`config.mk`:
```
export PLATFORM = sky130hd
export DESIGN_NAME = lcd_spi_rx_flat
export DESIGN_NICKNAME = d
export VERILOG_FILES = /design/src/rtl/lcd_spi_rx_if.sv /design/src/rtl/lcd_spi_rx.sv /design/src/flat_wrapper.sv
export SDC_FILE = /design/constraint.sdc
export NUM_CORES = 1
export LEC_CHECK = 0
export CAP_MARGIN = 0
export CELL_PAD_IN_SITES_DETAIL_PLACEMENT = 0
export CELL_PAD_IN_SITES_GLOBAL_PLACEMENT = 1
export CORE_MARGIN = 3
export CORE_UTILIZATION = 47
export CTS_CLUSTER_DIAMETER = 80
export CTS_CLUSTER_SIZE = 30
export DETAILED_ROUTE_END_ITERATION = 10
export DONT_BUFFER_PORTS = 1
export GPL_TIMING_DRIVEN = 0
export PLACE_DENSITY = 0.87
export SLEW_MARGIN = 10
export SYNTH_ARGS = -nofsm -noshare
export SYNTH_HDL_FRONTEND = slang
export SYNTH_SLANG_ARGS = --single-unit
```
`constraint.sdc`:
```
create_clock -name clk -period 1.9 [get_ports clk]
set_input_delay 0.095 -clock clk [delete_from_list [all_inputs] [get_ports clk]]
set_output_delay 0.095 -clock clk [all_outputs]
set_load 0.02 [all_outputs]
```
`src/rtl/lcd_spi_rx_if.sv`:
```
// lcd_spi_rx_if: SPI link pins plus the decoded byte/pixel/status outputs of the LCD receiver.
interface lcd_spi_rx_if #(parameter int COORD_W = 9);
   logic               spi_sclk;
   logic               spi_cs_n;
   logic               spi_dc;
   logic               spi_mosi;
   logic               byte_valid;
   logic [7:0]         byte_data;
   logic               byte_dc;
   logic               pix_valid;
   logic [COORD_W-1:0] pix_x;
   logic [COORD_W-1:0] pix_y;
   logic [15:0]        pix_rgb;
   logic               frame_done;
   logic               sleep_out;
   logic               disp_on;
   logic [7:0]         madctl;
   logic [7:0]         colmod;
   modport master (
      output spi_sclk, spi_cs_n, spi_dc, spi_mosi,
      input  byte_valid, byte_data, byte_dc, pix_valid, pix_x, pix_y, pix_rgb,
             frame_done, sleep_out, disp_on, madctl, colmod
   );
   modport slave (
      input  spi_sclk, spi_cs_n, spi_dc, spi_mosi,
      output byte_valid, byte_data, byte_dc, pix_valid, pix_x, pix_y, pix_rgb,
             frame_done, sleep_out, disp_on, madctl, colmod
   );
endinterface

```
`src/rtl/lcd_spi_rx.sv`:
```
// lcd_spi_rx: oversampling ST7789-style SPI receiver; reassembles bytes, decodes the panel
// command subset and streams RGB565 pixels with their window coordinates.
module lcd_spi_rx #(
   parameter int COORD_W = 9,
   parameter int DEF_XE  = 239,
   parameter int DEF_YE  = 319
) (
   input  logic         clk,
   input  logic         resetn,
   lcd_spi_rx_if.slave  bus
);
   typedef enum logic [1:0] {IDLE, PARAM, RAMWR} state_t;
   // sync vectors are {cs_n, sclk, dc, mosi}; cs_n resets high so nothing is seen as selected
   logic [3:0]         s1_q, s2_q;
   logic               sclk_prev_q;
   logic [6:0]         sr_q;
   logic [2:0]         cnt_q;
   logic               byte_valid_q, byte_dc_q;
   logic [7:0]         byte_data_q;
   state_t             state_q;
   logic [7:0]         cmd_q, hi_q, madctl_q, colmod_q;
   logic [2:0]         pidx_q;
   logic               phase_q, sleep_q, disp_q, pix_valid_q, frame_done_q;
   logic [15:0]        xs_q, xe_q, ys_q, ye_q, pix_rgb_q;
   logic [COORD_W-1:0] x_q, y_q, pix_x_q, pix_y_q;
   logic [COORD_W-1:0] xs, xe, ys, ye, x_d, y_d;
   logic               edge_det, wrap_x, last_d;
   always_comb begin
      edge_det = s2_q[2] && !sclk_prev_q && !s2_q[3];
      xs       = COORD_W'(xs_q);
      xe       = COORD_W'(xe_q);
      ys       = COORD_W'(ys_q);
      ye       = COORD_W'(ye_q);
      wrap_x   = x_q == xe;
      x_d      = wrap_x ? xs : x_q + 1'b1;
      y_d      = wrap_x ? ((y_q == ye) ? ys : y_q + 1'b1) : y_q;
      last_d   = wrap_x && (y_q == ye);
   end
   always_ff @(posedge clk or negedge resetn) begin
      if (!resetn) begin
         s1_q         <= 4'b1000;
         s2_q         <= 4'b1000;
         sclk_prev_q  <= 1'b0;
         sr_q         <= '0;
         cnt_q        <= '0;
         byte_valid_q <= 1'b0;
         byte_data_q  <= '0;
         byte_dc_q    <= 1'b0;
      end else begin
         s1_q         <= {bus.spi_cs_n, bus.spi_sclk, bus.spi_dc, bus.spi_mosi};
         s2_q         <= s1_q;
         sclk_prev_q  <= s2_q[2];
         byte_valid_q <= 1'b0;
         if (s2_q[3]) begin
            cnt_q <= '0;
         end else if (edge_det) begin
            sr_q  <= {sr_q[5:0], s2_q[0]};
            cnt_q <= cnt_q + 3'd1;
            if (cnt_q == 3'd7) begin
               byte_valid_q <= 1'b1;
               byte_data_q  <= {sr_q, s2_q[0]};
               byte_dc_q    <= s2_q[1];
            end
         end
      end
   end
   always_ff @(posedge clk or negedge resetn) begin
      if (!resetn) begin
         state_q      <= IDLE;
         cmd_q        <= '0;
         pidx_q       <= '0;
         phase_q      <= 1'b0;
         hi_q         <= '0;
         sleep_q      <= 1'b0;
         disp_q       <= 1'b0;
         madctl_q     <= '0;
         colmod_q     <= '0;
         xs_q         <= '0;
         ys_q         <= '0;
         xe_q         <= 16'(DEF_XE);
         ye_q         <= 16'(DEF_YE);
         x_q          <= '0;
         y_q          <= '0;
         pix_valid_q  <= 1'b0;
         frame_done_q <= 1'b0;
         pix_x_q      <= '0;
         pix_y_q      <= '0;
         pix_rgb_q    <= '0;
      end else begin
         pix_valid_q  <= 1'b0;
         frame_done_q <= 1'b0;
         if (byte_valid_q && !byte_dc_q) begin
            cmd_q   <= byte_data_q;
            pidx_q  <= '0;
            phase_q <= 1'b0;
            case (byte_data_q)
               8'h11: begin sleep_q <= 1'b1; state_q <= IDLE; end
               8'h10: begin sleep_q <= 1'b0; state_q <= IDLE; end
               8'h29: begin disp_q  <= 1'b1; state_q <= IDLE; end
               8'h28: begin disp_q  <= 1'b0; state_q <= IDLE; end
               8'h2C: begin x_q <= xs; y_q <= ys; state_q <= RAMWR; end
               default: state_q <= PARAM;
            endcase
         end else if (byte_valid_q && state_q == PARAM) begin
            if (pidx_q != 3'd4) pidx_q <= pidx_q + 3'd1;
            if (cmd_q == 8'h36 && pidx_q == 3'd0) madctl_q <= byte_data_q;
            if (cmd_q == 8'h3A && pidx_q == 3'd0) colmod_q <= byte_data_q;
            if (cmd_q == 8'h2A) begin
               if (pidx_q == 3'd0) xs_q[15:8] <= byte_data_q;
               if (pidx_q == 3'd1) xs_q[7:0]  <= byte_data_q;
               if (pidx_q == 3'd2) xe_q[15:8] <= byte_data_q;
               if (pidx_q == 3'd3) xe_q[7:0]  <= byte_data_q;
            end
            if (cmd_q == 8'h2B) begin
               if (pidx_q == 3'd0) ys_q[15:8] <= byte_data_q;
               if (pidx_q == 3'd1) ys_q[7:0]  <= byte_data_q;
               if (pidx_q == 3'd2) ye_q[15:8] <= byte_data_q;
               if (pidx_q == 3'd3) ye_q[7:0]  <= byte_data_q;
            end
         end else if (byte_valid_q && state_q == RAMWR) begin
            phase_q <= !phase_q;
            if (!phase_q) begin
               hi_q <= byte_data_q;
            end else begin
               pix_valid_q  <= 1'b1;
               frame_done_q <= last_d;
               pix_x_q      <= x_q;
               pix_y_q      <= y_q;
               pix_rgb_q    <= {hi_q, byte_data_q};
               x_q          <= x_d;
               y_q          <= y_d;
            end
         end
      end
   end
   assign bus.byte_valid = byte_valid_q;
   assign bus.byte_data  = byte_data_q;
   assign bus.byte_dc    = byte_dc_q;
   assign bus.pix_valid  = pix_valid_q;
   assign bus.pix_x      = pix_x_q;
   assign bus.pix_y      = pix_y_q;
   assign bus.pix_rgb    = pix_rgb_q;
   assign bus.frame_done = frame_done_q;
   assign bus.sleep_out  = sleep_q;
   assign bus.disp_on    = disp_q;
   assign bus.madctl     = madctl_q;
   assign bus.colmod     = colmod_q;
endmodule

```
`src/flat_wrapper.sv`:
```
// flat-port wrapper written by rule: the top's interface ports become plain ports
module lcd_spi_rx_flat 
#(
   parameter int COORD_W = 9,
   parameter int DEF_XE  = 239,
   parameter int DEF_YE  = 319
)
  (clk, resetn, bus_spi_sclk, bus_spi_cs_n, bus_spi_dc, bus_spi_mosi, bus_byte_valid, bus_byte_data, bus_byte_dc, bus_pix_valid, bus_pix_x, bus_pix_y, bus_pix_rgb, bus_frame_done, bus_sleep_out, bus_disp_on, bus_madctl, bus_colmod);
  lcd_spi_rx_if #(.COORD_W(COORD_W)) bus_i ();
  input  logic clk;
  input  logic resetn;
  input wire logic [$bits(bus_i.spi_sclk)-1:0] bus_spi_sclk;
  input wire logic [$bits(bus_i.spi_cs_n)-1:0] bus_spi_cs_n;
  input wire logic [$bits(bus_i.spi_dc)-1:0] bus_spi_dc;
  input wire logic [$bits(bus_i.spi_mosi)-1:0] bus_spi_mosi;
  output wire logic [$bits(bus_i.byte_valid)-1:0] bus_byte_valid;
  output wire logic [$bits(bus_i.byte_data)-1:0] bus_byte_data;
  output wire logic [$bits(bus_i.byte_dc)-1:0] bus_byte_dc;
  output wire logic [$bits(bus_i.pix_valid)-1:0] bus_pix_valid;
  output wire logic [$bits(bus_i.pix_x)-1:0] bus_pix_x;
  output wire logic [$bits(bus_i.pix_y)-1:0] bus_pix_y;
  output wire logic [$bits(bus_i.pix_rgb)-1:0] bus_pix_rgb;
  output wire logic [$bits(bus_i.frame_done)-1:0] bus_frame_done;
  output wire logic [$bits(bus_i.sleep_out)-1:0] bus_sleep_out;
  output wire logic [$bits(bus_i.disp_on)-1:0] bus_disp_on;
  output wire logic [$bits(bus_i.madctl)-1:0] bus_madctl;
  output wire logic [$bits(bus_i.colmod)-1:0] bus_colmod;
  assign bus_i.spi_sclk = bus_spi_sclk;
  assign bus_i.spi_cs_n = bus_spi_cs_n;
  assign bus_i.spi_dc = bus_spi_dc;
  assign bus_i.spi_mosi = bus_spi_mosi;
  assign bus_byte_valid = bus_i.byte_valid;
  assign bus_byte_data = bus_i.byte_data;
  assign bus_byte_dc = bus_i.byte_dc;
  assign bus_pix_valid = bus_i.pix_valid;
  assign bus_pix_x = bus_i.pix_x;
  assign bus_pix_y = bus_i.pix_y;
  assign bus_pix_rgb = bus_i.pix_rgb;
  assign bus_frame_done = bus_i.frame_done;
  assign bus_sleep_out = bus_i.sleep_out;
  assign bus_disp_on = bus_i.disp_on;
  assign bus_madctl = bus_i.madctl;
  assign bus_colmod = bus_i.colmod;
  lcd_spi_rx #(.COORD_W(COORD_W), .DEF_XE(DEF_XE), .DEF_YE(DEF_YE)) u_core (.clk(clk), .resetn(resetn), .bus(bus_i));
endmodule
```
==> results.yml <==
status:
  status: "finished with violations"
  violations: "negative hold slack, negative setup slack"
global_routing:
  gr-usage-met3: 0.0539
  grt-ovfl-total: 0
  antenna_found_initial: 0
  grt_pass1_wl_um: 24400
  busiest_layer: "met2"
  grt_pass1_vias: 4549
  grt_max_degree: 160
  grt_util_met1: 0.248
  track_usage: 0.195
  use_met2: 0.313
synthesis:
  yosysWarnings: 0
  ys_types: 45
  synth_top_family_by_area: "multiplexers"
  synth_ff_type: "dfrtp_1"
  synth_cells: 525
  synth_fp_nets: 540
  synthArstFlopShare: 1.00
  syn_avg_cell_area_um2: 13.0
  synth-xor-area-share: 0.0256
  synth_compound_area_frac: 0.0393
  seq_area_frac_synth: 0.584
  ys_ff_latch: 159
  synthMuxAreaShare: 0.213
  synth_simple_gate_area_share: 0.0986
  syn_area_um2: 6850
  synth_edf_count: 0
  synthAdderAreaFrac: 0.0164
worst_setup_path:
  worstPathArrival_ns: 2.39
  path_class: "reg -> reg"
  crit_fanout: 5
  cp.required_ns: 2.20
  start_kind: "flip-flop"
  end_kind: "flip-flop"
floorplanning:
  core_um2: 14000
  die_x_um: 127
  pin_count: 70
  initial_utilization: 0.488
  die_h_um: 127
  row_count: 43
  die_area_um2: 16100
sta:
  fmax_mhz: 478
  hold_viol: 159
  setup_viol: 54
  rsz0062_at_grt: "yes"
  period_minus_slack_ns: 2.09
  fin_crit_sh: 1.10
  tightestPinTransition_ns: 0.740
  fin_hold_ws_ns: -0.630
  timing.slew.headroom: 0.506
  worst_slack_ns: -0.192
  skew_ns: 0.00942
  slew_viol_final: 0
layout:
  area_delta_synth_final_pct: 27.2
  num-fill-cells: 972
  final_area_um2: 8710
  nNetsFinal: 600
  final_common_cell: "dfrtp_1"
  final_cell_mix: "dfrtp_1, mux2_2, nand2_1"
  drive_gt1_frac: 0.478
  finish.utilization: 0.620
  n_antenna_cell: 0
  fin_cells: 778
route:
  viasPerCell: 5.63
  wirelength_um: 15700
  vias: 4379
  drc: 0
  ant_nets: 0
  routedWlPerCell_um: 20.1
  dr.pass1.iters: 4
  initialDrtViolationCount: 240
clock_tree:
  clkLatencyLatePin_ns: 0.42
  htree_levels: 4
  cts_hold_buffers: 4
  cts_buffers: 17
  tritoncts: "done"
  clock_path_buffers: 2
  cts_root_buf: "clkbuf_16"
  cts_sinks: 159
  path_clk_slew_ns: 0.06
power:
  p_leak_uw: 0.00411
  peakVddDrop_mv: 0.764
  power.density_nw_per_um2: 898
placed_design:
  gp_routability_congestion: 0.828
  postPlaceCellArea_um2: 7110
  dp.cells: 705
  hpwl_um: 9410
  portBuffers: 0
run:
  maxCapViolCount: 0
hold_path:
  min_path_type: "in -> async"
## worst max-delay path: stages (launching register included)
cell	delay, ns
dfstp_2	0.57
xor2_2	0.20
nor4_4	0.06
buf_4	0.17
buf_4	0.14
a41o_4	0.30
and3_1	0.18
or3_1	0.36
## power breakdown
group	internal, uW	switching (uW)	total, uW	leakage (uW)
logic	58.4	26.5	84.9	0.00164
clock network	2860	1370	4230	0.000353
registers	3460	46.9	3510	0.00212
## path summary, 6_finish.rpt
kind,slack (ns),start,to,cells after the start
min in group clk,0.22,bus_spi_cs_n,u_core.s1_q[3],1
setup / recovery,-0.19,u_core.xe_q[7],u_core.y_q[0],7
setup reg to reg,-0.19,u_core.xe_q[7],u_core.y_q[0],7
hold / removal,-0.63,resetn,u_core.bus.colmod[5],0
max in group asynchronous,2.26,resetn,u_core.s1_q[3],0
hold reg to reg,0.35,u_core.s1_q[2],u_core.s2_q[2],0
## layer usage
layer | wire length [um] | part of all wire | vias to the layer above
met5 | 0 | 0 | -
met4 | 364 | 0.023 | 0
met3 | 833 | 0.053 | 25
met2 | 7920 | 0.51 | 123
met1 | 6560 | 0.42 | 2261
li1 | - | - | 1970
## state kept, by name, summed over array words and instances (netlist names), 8 cells and up
name	cells
u_core.cmd_q	8
u_core.ys_q	9
u_core.bus.madctl	8
u_core.bus.pix_y	9
u_core.bus.byte_data	8
u_core.y_q	9
u_core.ye_q	9
u_core.bus.pix_x	9
u_core.xe_q	9
u_core.bus.colmod	8
u_core.x_q	9
u_core.bus.pix_rgb	16
u_core.xs_q	9
u_core.hi_q	8
## per-stage QoR
step	setup TNS (ns)	worst slack (ns)	power, uW
after global placement	-18.69	-0.486	3630
after global routing	-8.54	-0.230	8030
after floorplan	-0.249	-0.0254	3620
final	-4.43	-0.192	7820
after CTS	-4.28	-0.180	7880
after detailed placement	-21.56	-0.572	3650
## Yosys cell counts, types with 2 or more instances
cell | n | area (um^2)
a21oi_1 | 11 | 55.1
a22oi_1 | 7 | 52.6
and2_1 | 2 | 12.5
and3_1 | 6 | 37.5
and3b_1 | 2 | 17.5
buf_2 | 5 | 25.0
buf_4 | 2 | 15.0
clkbuf_1 | 15 | 56.3
dfrtp_1 | 143 | 3580
dfstp_2 | 16 | 420
ha_1 | 9 | 113
inv_1 | 16 | 60.1
mux2_2 | 118 | 1330
mux2i_1 | 13 | 130
nand2_1 | 49 | 184
nand2b_1 | 3 | 18.8
nand3_1 | 13 | 65.1
nand3_2 | 2 | 20.0
nand3b_1 | 5 | 37.5
nand4_1 | 5 | 31.3
nor2_1 | 19 | 71.3
nor3_1 | 2 | 10.0
nor4_1 | 3 | 18.8
o21ai_0 | 10 | 50.1
o22a_1 | 6 | 52.6
or2_2 | 3 | 18.8
or3_1 | 3 | 18.8
or4_1 | 2 | 15.0
xnor2_1 | 10 | 87.6
xor2_1 | 10 | 87.6
## cell type report
cell class              count  area, um^2  share of cell area
flip-flops and latches    159        4010               0.461
multi-input cells         328        3140               0.360
clock buffers              17         425              0.0488
repair buffers             43         414              0.0475
clock inverters            15         313              0.0359
well taps                 180         225              0.0259
plain buffers              19         115              0.0132
inverters                  17        68.8             0.00790
## repair_timing
| action | in CTS | in global routing |
|---|---|---|
| cloned | 0 | 2 |
| endpoints found under the setup margin | 96 | 73 |
| endpoints found under the hold margin | 163 | 159 |
| pin swaps | 26 | 22 |
| resized for setup | 75 | 50 |
| buffers inserted | 24 | 14 |
## logic make-up after synthesis
family | after synthesis
flops | 159
mux | 131
simple gates | 127
compound gates | 40
buf+inv | 39
xor+xnor | 20
fa+ha+maj | 9
(Power assumes the default switching activity.)
